<file path="src/rtl/ram_arb_pkg.sv">
// ram_arb_pkg
// Shared constants and types for the port-A RAM arbiter.
//   NREQ_DEF / ADDR_W_DEF / DATA_W_DEF : default requester count and RAM geometry
//   req_idx_t                          : requester index, wide enough for up to 8 requesters
package ram_arb_pkg;

  localparam int NREQ_DEF   = 3;
  localparam int ADDR_W_DEF = 12;
  localparam int DATA_W_DEF = 16;

  // clog2 of the largest supported requester count (8)
  localparam int REQ_IDX_W  = 3;

  typedef logic [REQ_IDX_W-1:0] req_idx_t;

endpackage

</file>
<file path="src/rtl/ram_port_arbiter_rr_pick.sv">
// rr_pick
// Rotate-priority encoder: picks the first set bit of 'eligible' at or after
// 'ptr', scanning upward and wrapping from NREQ-1 back to 0. Tying 'ptr' to 0
// turns it into a plain lowest-index-wins priority encoder.
//   eligible : in  NREQ  candidate vector
//   ptr      : in  idx   index with highest priority this cycle (must be < NREQ)
//   winner   : out idx   selected index (0 when nothing is eligible)
//   found    : out 1     at least one eligible bit was set
module rr_pick
  import ram_arb_pkg::*;
#(
  parameter int NREQ = NREQ_DEF
) (
  input  logic [NREQ-1:0] eligible,
  input  req_idx_t        ptr,
  output req_idx_t        winner,
  output logic            found
);

  // Two passes over constant indices: first the indices at or above the
  // pointer, then the wrapped-around ones below it.
  always_comb begin
    winner = '0;
    found  = 1'b0;
    for (int i = 0; i < NREQ; i++) begin
      if (!found && eligible[i] && (req_idx_t'(i) >= ptr)) begin
        winner = req_idx_t'(i);
        found  = 1'b1;
      end else begin
        // keep the earlier pick
      end
    end
    for (int i = 0; i < NREQ; i++) begin
      if (!found && eligible[i]) begin
        winner = req_idx_t'(i);
        found  = 1'b1;
      end else begin
        // keep the earlier pick
      end
    end
  end

endmodule

</file>
<file path="src/rtl/ram_port_arbiter.sv">
// ram_port_arbiter
// Shares port A of the dual-port ram_block between NREQ requesters with a
// registered issue stage and a tracked synchronous-read return path.
//
// Build option: define RAM_ARB_FIXED_PRIO_EN for fixed priority (lowest index
// wins, no rotating pointer). Undefined (default) gives round-robin.
//
// Ports:
//   clk       in   1            system clock
//   reset     in   1            asynchronous active-low reset
//   req       in   NREQ         per-requester request, held until its gnt
//   we        in   NREQ         per-requester write enable
//   addr      in   NREQ*ADDR_W  flattened addresses, requester i at [i*ADDR_W +: ADDR_W]
//   wdata     in   NREQ*DATA_W  flattened write data, same packing
//   gnt       out  NREQ         one-hot grant pulse
//   rvalid    out  NREQ         one-hot read-data-valid pulse, two cycles after gnt
//   rdata     out  DATA_W       read data, valid with rvalid
//   ram_addr  out  ADDR_W       to ram_block a_address
//   ram_we    out  1            to ram_block a_we
//   ram_wdata out  DATA_W       to ram_block a_writeData
//   ram_rdata in   DATA_W       from ram_block a_out
module ram_port_arbiter
  import ram_arb_pkg::*;
#(
  parameter int NREQ   = NREQ_DEF,
  parameter int ADDR_W = ADDR_W_DEF,
  parameter int DATA_W = DATA_W_DEF
) (
  input  logic                   clk,
  input  logic                   reset,
  input  logic [NREQ-1:0]        req,
  input  logic [NREQ-1:0]        we,
  input  logic [NREQ*ADDR_W-1:0] addr,
  input  logic [NREQ*DATA_W-1:0] wdata,
  output logic [NREQ-1:0]        gnt,
  output logic [NREQ-1:0]        rvalid,
  output logic [DATA_W-1:0]      rdata,
  output logic [ADDR_W-1:0]      ram_addr,
  output logic                   ram_we,
  output logic [DATA_W-1:0]      ram_wdata,
  input  logic [DATA_W-1:0]      ram_rdata
);

  logic [NREQ-1:0]   eligible_s;
  req_idx_t          ptr_s;
  req_idx_t          winner_s;
  logic              found_s;

  logic [NREQ-1:0]   gnt_d,       gnt_q;
  logic              ram_we_d,    ram_we_q;
  logic [ADDR_W-1:0] ram_addr_d,  ram_addr_q;
  logic [DATA_W-1:0] ram_wdata_d, ram_wdata_q;
  logic [NREQ-1:0]   rd_track_d,  rd_track_q;
  logic [NREQ-1:0]   rvalid_d,    rvalid_q;
  logic [DATA_W-1:0] rdata_d,     rdata_q;

  // A requester granted last cycle still has its stale req high; mask it so
  // it is never granted twice for one request.
  assign eligible_s = req & ~gnt_q;

`ifdef RAM_ARB_FIXED_PRIO_EN
  assign ptr_s = '0;
`else
  localparam req_idx_t LAST_IDX = req_idx_t'(NREQ - 1);
  req_idx_t ptr_d, ptr_q;
  assign ptr_s = ptr_q;
`endif

  rr_pick #(.NREQ(NREQ)) u_pick (
    .eligible (eligible_s),
    .ptr      (ptr_s),
    .winner   (winner_s),
    .found    (found_s)
  );

  // Issue stage: route the winner's command to the RAM port and advance the pointer.
  always_comb begin
    gnt_d       = '0;
    ram_we_d    = 1'b0;
    ram_addr_d  = ram_addr_q;
    ram_wdata_d = ram_wdata_q;
`ifndef RAM_ARB_FIXED_PRIO_EN
    ptr_d       = ptr_q;
`endif
    if (found_s) begin
      for (int i = 0; i < NREQ; i++) begin
        if (winner_s == req_idx_t'(i)) begin
          gnt_d[i]    = 1'b1;
          ram_we_d    = we[i];
          ram_addr_d  = addr[i*ADDR_W +: ADDR_W];
          ram_wdata_d = wdata[i*DATA_W +: DATA_W];
        end else begin
          // not the winner
        end
      end
`ifndef RAM_ARB_FIXED_PRIO_EN
      ptr_d = (winner_s == LAST_IDX) ? req_idx_t'(0) : (winner_s + req_idx_t'(1));
`endif
    end else begin
      // idle cycle: address/data hold, write strobe already cleared
    end
  end

  // Read return: a read issued at edge E is captured by the RAM at E+1; its
  // output is registered here at E+2, together with the requester's rvalid.
  always_comb begin
    rd_track_d = gnt_q & {NREQ{~ram_we_q}};
    rvalid_d   = rd_track_q;
    if (|rd_track_q) begin
      rdata_d = ram_rdata;
    end else begin
      rdata_d = rdata_q;
    end
  end

  // State registers; reset discards any read in flight.
  always_ff @(posedge clk or negedge reset) begin
    if (!reset) begin
      gnt_q       <= '0;
      ram_we_q    <= 1'b0;
      ram_addr_q  <= '0;
      ram_wdata_q <= '0;
      rd_track_q  <= '0;
      rvalid_q    <= '0;
      rdata_q     <= '0;
`ifndef RAM_ARB_FIXED_PRIO_EN
      ptr_q       <= '0;
`endif
    end else begin
      gnt_q       <= gnt_d;
      ram_we_q    <= ram_we_d;
      ram_addr_q  <= ram_addr_d;
      ram_wdata_q <= ram_wdata_d;
      rd_track_q  <= rd_track_d;
      rvalid_q    <= rvalid_d;
      rdata_q     <= rdata_d;
`ifndef RAM_ARB_FIXED_PRIO_EN
      ptr_q       <= ptr_d;
`endif
    end
  end

  assign gnt       = gnt_q;
  assign rvalid    = rvalid_q;
  assign rdata     = rdata_q;
  assign ram_addr  = ram_addr_q;
  assign ram_we    = ram_we_q;
  assign ram_wdata = ram_wdata_q;

endmodule

</file>
<file path="config.mk">
export PLATFORM = sky130hd
export DESIGN_NAME = ram_port_arbiter
export DESIGN_NICKNAME = d
export VERILOG_FILES = /design/src/rtl/ram_arb_pkg.sv /design/src/rtl/ram_port_arbiter_rr_pick.sv /design/src/rtl/ram_port_arbiter.sv
export SDC_FILE = /design/constraint.sdc
export NUM_CORES = 1
export LEC_CHECK = 0
export ABC_AREA = 1
export CAP_MARGIN = 20
export CORE_MARGIN = 1
export CORE_UTILIZATION = 25
export DETAILED_ROUTE_END_ITERATION = 8
export PLACE_DENSITY = 0.53
export REMOVE_ABC_BUFFERS = 1
export SYNTH_ARGS = -nofsm -noshare
export SYNTH_HDL_FRONTEND = slang
export SYNTH_HIERARCHICAL = 1
export SYNTH_SLANG_ARGS = --single-unit
export TNS_END_PERCENT = 5
</file>
<file path="constraint.sdc">
create_clock -name clk -period 2.5 [get_ports clk]
set_input_delay 0.625 -clock clk [delete_from_list [all_inputs] [get_ports clk]]
set_output_delay 0.625 -clock clk [all_outputs]
set_load 0.01 [all_outputs]
</file>
# --- Word-level counts from Yosys, hierarchy flattened ---
# Index checks and enable logic that the tools add are counted.
word_totals:
  elab_cells: 61
  output_inout_bits: 51
  regBits: 57
classes:
  muxes: 26
  n_addsub: 1
  reduce_logical: 17
  n_eq_ne: 2
  bitwise_logic: 4
  order_cmp: 3
ops:
  columns: ["op", "count"]
  rows:
  - ["16-bit two-way mux", 3]
  - ["12-bit two-way mux", 3]
  - ["1-bit two-way mux", 14]
  - ["1-bit logical AND", 8]
  - ["2-bit two-way mux", 4]
  - ["3-bit AND", 2]
  - ["1-bit by 3-bit greater-or-equal comparator with 1-bit output, first input constant", 2]
  - ["3-bit two-way mux", 2]
  - ["1-bit zero test", 5]
  - ["3-bit by 1-bit adder with 3-bit output, second input constant", 1]
  - ["3-bit by 1-bit equality test with 1-bit output, second input constant", 1]
  - ["3-bit by 2-bit equality test with 1-bit output, second input constant", 1]
  - ["2-bit by 3-bit greater-or-equal comparator with 1-bit output, first input constant", 1]
  - ["3-bit zero test", 1]
  - ["3-bit inverter", 1]
  - ["3-bit nonzero test", 1]
  - ["3-bit OR reduction", 1]
  - ["2-bit AND reduction", 1]
  - ["1-bit inverter", 1]

# --- Logic depth before layout (Yosys ltp) ---
logic_depth:
  depth_word: 26
  ltp_mapped: 15

# --- Hierarchy ---
# The synthesis kept the hierarchy.
by_module_without_submodules:
  columns: ["module", "cells_per_inst", "area_per_inst_um2", "seq_area_each_um2", "n_inst"]
  rows:
  - ["ram_port_arbiter", 398, 2906.5, 1426.4, 1]
  - ["rr_pick", 21, 95.1, 0.0, 1]

# --- Least setup slack after synthesis ---
# OpenSTA, ideal clock, no wires.
synth_timing:
  kind: "in2reg"
  start: "input port req[2]"
  end: "register ram_addr_q[0] (netlist: ram_addr[0])"
  arrival_time_ns: 2.023
  stages: 11
  path_slack_ns: 0.360
  setup_ns: 0.116
  path_cell_list: "inv_1 > nor2_1 > inv_1 > o31ai_1 > nor2_1 > buf_4 > buf_4 > nand3_1 > nand3_1 > nand2_1 > nand2_1"
synth_between:
  elab_chain_len: 16
  elab_cells_between_ends: 24
  cone_classes: "eq/ne (2); mux (10); bitwise (1); reduce/logical (11)"
synth_rtl:
  columns: ["element", "line", "source"]
  rows:
  - ["from (decl)", "ram_port_arbiter.sv:31", "input logic [NREQ-1:0] req,"]
  - ["3-bit AND (*)", "ram_port_arbiter.sv:59", "assign eligible_s = req & ~gnt_q;"]
  - ["named net eligible_s[2]", "ram_port_arbiter.sv:44", "logic [NREQ-1:0] eligible_s;"]
  - ["1-bit logical AND (2 in a row)", "ram_port_arbiter_rr_pick.sv:26", "if (!found && eligible[i] && (req_idx_t'(i) >= ptr)) begin"]
  - ["1-bit two-way mux", "ram_port_arbiter_rr_pick.sv:26", null]
  - ["1-bit zero test", "ram_port_arbiter_rr_pick.sv:34", "if (!found && eligible[i]) begin"]
  - ["1-bit logical AND", "ram_port_arbiter_rr_pick.sv:34", null]
  - ["1-bit two-way mux", "ram_port_arbiter_rr_pick.sv:34", null]
  - ["1-bit zero test", "ram_port_arbiter_rr_pick.sv:34", null]
  - ["1-bit logical AND", "ram_port_arbiter_rr_pick.sv:34", null]
  - ["1-bit two-way mux", "ram_port_arbiter_rr_pick.sv:34", null]
  - ["1-bit zero test", "ram_port_arbiter_rr_pick.sv:34", null]
  - ["1-bit logical AND", "ram_port_arbiter_rr_pick.sv:34", null]
  - ["2-bit two-way mux (*)", "ram_port_arbiter_rr_pick.sv:34", null]
  - ["named net winner_s[1]", "ram_port_arbiter.sv:46", "req_idx_t winner_s;"]
  - ["3-bit by 1-bit equality test with 1-bit output (tied with other cells)", "ram_port_arbiter.sv:87", "if (winner_s == req_idx_t'(i)) begin"]
  - ["3-bit nonzero test (no source line) / 12-bit two-way mux (equally long branches)", null, null]
  - ["2-bit AND reduction (no source line) / 12-bit two-way mux (equally long branches)", null, null]
  - ["to (signal assigned)", "ram_port_arbiter.sv:132", "ram_addr_q <= ram_addr_d;"]
  - ["to (decl)", "ram_port_arbiter.sv:51", "logic [ADDR_W-1:0] ram_addr_d, ram_addr_q;"]
# The timed path passes the listed nets; every way through them passes the cells marked *.
# A chain may end at the register's enable or synchronous reset.

# --- Worst setup path in the final report ---
layout_timing:
  start: "input port req[1]"
  end: "register ram_addr_q[5] (netlist: ram_addr[5])"
layout_between:
  elab_chain_len: 20
  elab_cells_between_ends: 29
  cone_classes: "eq/ne (2); mux (12); bitwise (1); reduce/logical (14)"
layout_rtl:
  columns: ["element", "line"]
  rows:
  - ["3-bit AND (*)", "ram_port_arbiter.sv:59"]
  - ["named net eligible_s[1]", "ram_port_arbiter.sv:44"]
  - ["1-bit logical AND (2 in a row)", "ram_port_arbiter_rr_pick.sv:26"]
  - ["1-bit two-way mux", "ram_port_arbiter_rr_pick.sv:26"]
  - ["1-bit zero test", "ram_port_arbiter_rr_pick.sv:26"]
  - ["1-bit logical AND (2 in a row)", "ram_port_arbiter_rr_pick.sv:26"]
  - ["1-bit two-way mux", "ram_port_arbiter_rr_pick.sv:26"]
  - ["1-bit zero test", "ram_port_arbiter_rr_pick.sv:34"]
  - ["(+4 left out)", null]
  - ["1-bit two-way mux", "ram_port_arbiter_rr_pick.sv:34"]
  - ["1-bit zero test", "ram_port_arbiter_rr_pick.sv:34"]
  - ["1-bit logical AND", "ram_port_arbiter_rr_pick.sv:34"]
  - ["2-bit two-way mux (*)", "ram_port_arbiter_rr_pick.sv:34"]
  - ["named net winner_s[0]", "ram_port_arbiter.sv:46"]
  - ["3-bit by 1-bit equality test with 1-bit output (tied with other cells)", "ram_port_arbiter.sv:87"]
  - ["3-bit nonzero test (no source line) / 12-bit two-way mux (equally long branches)", null]
  - ["2-bit AND reduction (no source line) / 12-bit two-way mux (equally long branches)", null]
# Marks and branches as above.

==> results.py <==
metrics = {
    "setup_path": {
        "slowest_delay_ns": 0.45,
        "slowest_stage": "clkdlybuf4s50_1",
        "crit_path_end_kind": "register",
        "required_ns": 2.70,
        "start_kind": "primary input",
        "critical_path_class": "primary input to register",
        "path_buf_inv": 5,
        "path_cells": "clkdlybuf4s50_1 -> inv_1 -> nor2_1 -> buf_4 -> nand4_1 -> nand2_2 -> inv_1 -> nand3_1 -> buf_4 -> nand3_1 -> nand2_1 -> nand2_1",
        "path_depth": 12,
        "cp.arrival_ns": 2.47,
        "critPathMaxFanout": 18,
        "reg2regPathDepth": 10,
        "cpLargestDelayFamily": "buffers and inverters",
    },
    "grt": {
        "grt_pass1_vias": 3159,
        "grt_pass1_wl_mm": 15.6,
        "grt_remaining_overflow": 0,
        "antenna_found_initial": 0,
        "track_usage": 0.158,
        "grt_max_degree": 39,
    },
    "floorplanning": {
        "fp.coreArea_um2": 11600,
        "row_count": 39,
        "die_h_um": 112,
        "die_area_um2": 12400,
        "ios": 159,
        "start_util": 0.260,
        "die_w_um": 112,
    },
    "route": {
        "wl_met3_um": 842,
        "drc": 16,
        "drt_wl_total_mm": 9.57,
        "top_layer": "met4",
        "drtIter0Drc": 199,
        "drt-met1-wl_mm": 4.37,
        "vias_per_cell": 4.44,
        "dr_wl_met2_mm": 4.28,
        "wl_per_cell_um": 13.2,
        "ant_nets": 0,
        "vias": 3222,
        "dr.pass1.iters": 7,
    },
    "timing": {
        "rsz0062_at_grt": "false",
        "period_minus_slack_ns": 2.27,
        "slew_viol_final": 0,
        "skew_ns": 0.00631,
        "slew_headroom": 0.648,
        "fmax_mhz": 440,
        "tightest_slew_ns": 0.527,
        "finalSetupViolCount": 0,
        "finalCritPeriodShare": 0.908,
        "hold_viol": 0,
        "timing.hold.ws_ns": 0.282,
        "finalSetupTns_ns": 0,
    },
    "run_status": {
        "status": "finished with violations",
        "violations": "DRC",
    },
    "yosys": {
        "yosys.area.top_type": "dfrtp_1",
        "synthTopCellsByArea": "dfrtp_1 (48%), nand2_1 (20%), nand3_1 (13%)",
        "synth_top_area_frac": 0.475,
        "synth_cell_types": 20,
        "synthesis.instances": 419,
        "synth_area_um2": 3000,
        "ys_warn_count": 6,
        "yosysSeqAreaShare": 0.475,
        "syn_area_per_cell_um2": 7.16,
        "synth-seq-cells": 57,
    },
    "clock_network": {
        "cts_hold_buf": 0,
        "cts_sinks": 57,
        "post_cts_buffers": 0,
        "ctsHtreeMaxLevel": 3,
        "clock_latency_ns": 0.32,
        "cts_resized": 0,
        "cts.clk_slew.worst_paths_ns": 0.05,
        "cts_buffers": 9,
        "cts_root_buffer": "clkbuf_16",
        "cts_tree": "done",
        "clockBufferDepth": 2,
    },
    "power": {
        "cellLeakagePower_nw": 2.40,
        "ir_worst_vdd_uv": 307,
        "power_w": 0.00502,
        "p_per_area_nw_per_um2": 995,
    },
    "job": {
        "drv_cap": 0,
    },
    "place": {
        "dpl.cell_count": 709,
        "place_congestion": 0.806,
        "dpl.hpwl_mm": 7.21,
        "portBuffers": 158,
    },
    "final_layout": {
        "layout-drive-gt1-share": 0.0670,
        "layout-area-overhead-vs-synth_pct": 67.9,
        "diodes": 0,
        "final_util": 0.436,
        "fin_cells": 725,
        "num-nets-final": 685,
        "n_fill_cell": 1172,
    },
    "min_path": {
        "hold_class": "primary input to asynchronous set/reset pin",
    },
}
[synthesized netlist by cell type]
library cell / count
a21oi_1: 3
buf_2: 11
buf_4: 9
buf_6: 2
clkbuf_1: 6
clkinv_1: 1
conb_1: 1
dfrtp_1: 57
inv_1: 16
inv_2: 1
nand2_1: 161
nand2_2: 1
nand3_1: 77
nand4_1: 1
nor2_1: 38
nor2_2: 1
nor3_1: 29
o211ai_1: 1
o21ai_0: 2
o31ai_1: 1
[path summary, 6_finish.rpt]
| check | from | endpoint | slack (ns) |
|---|---|---|---|
| worst max-delay path | req[1] | ram_addr[5]$_DFFE_PN0P_ | 0.23 |
| worst min-delay path | reset | ram_addr[0]$_DFFE_PN0P_ | 0.28 |
| worst max register to register | gnt[1]$_DFF_PN0_ | ram_addr[5]$_DFFE_PN0P_ | 0.62 |
| worst min register to register | rd_track_q[0]$_DFF_PN0_ | rvalid[0]$_DFF_PN0_ | 0.38 |
| max in group asynchronous | reset | ram_addr[1]$_DFFE_PN0P_ | 1.64 |
| min in group clk | rd_track_q[0]$_DFF_PN0_ | rvalid[0]$_DFF_PN0_ | 0.38 |
[final cells by class]
cell class	instances	area, um^2	area share
Timing Repair Buffer	175	1750	0.348
Sequential cell	57	1430	0.283
Multi-Input combinational cell	316	1350	0.268
Tap cell	143	179	0.0355
Inverter	18	67.6	0.0134
Clock inverter	6	35.0	0.00695
Clock buffer	10	229	0.0454
[registers in the layout, summed over array words and instances (netlist names)]
signal and cells:
ram_wdata 16, ptr_q 3, ram_addr 12, rvalid 3, rd_track_q 3, rdata 16
gnt 3, ram_we 1
[power breakdown]
part	internal, W	switching, W
Clock	0.000661	0.000405
Sequential	0.00132	0.000225
Combinational	0.00121	0.00120
Total	0.00318	0.00183
[layout by cell type (no fill, tap or decap), types with 2 or more instances in the layout]
cell type,Yosys,routed
nor2_1,38,37
a21oi_1,3,3
inv_1,16,16
nor2_2,1,2
o21ai_0,2,2
buf_12,0,4
nor3_1,29,29
clkinvlp_4,0,2
clkdlybuf4s50_1,0,157
nand3_1,77,76
buf_4,9,13
clkbuf_16,0,9
nand2_2,1,2
dfrtp_1,57,57
nand2_1,161,160
clkinv_2,0,4
[cell families after synthesis]
logic type | share of synthesized area
DFF | 0.475
other | 0.00125
AOI/OAI and AO/OA | 0.0133
and+or+nand+nor | 0.432
buffers and inverters | 0.0784
[layer usage]
| metal | track usage | vias to the layer above |
|---|---|---|
| met5 | 0 | - |
| li1 | - | 1655 |
| met4 | 0.0541 | 0 |
| met1 | 0.210 | 1425 |
| met2 | 0.241 | 134 |
| met3 | 0.0506 | 8 |
[per-stage QoR]
step	cell area, um^2	setup slack [ns]
after global routing	5040	0.0426
after floorplan	2830	-1.11
after detailed placement	4780	-0.122
after global placement	4780	-0.0635
after CTS	5040	0.225
final	5040	0.230
No activity file was read; power rests on OpenSTA's default activity.
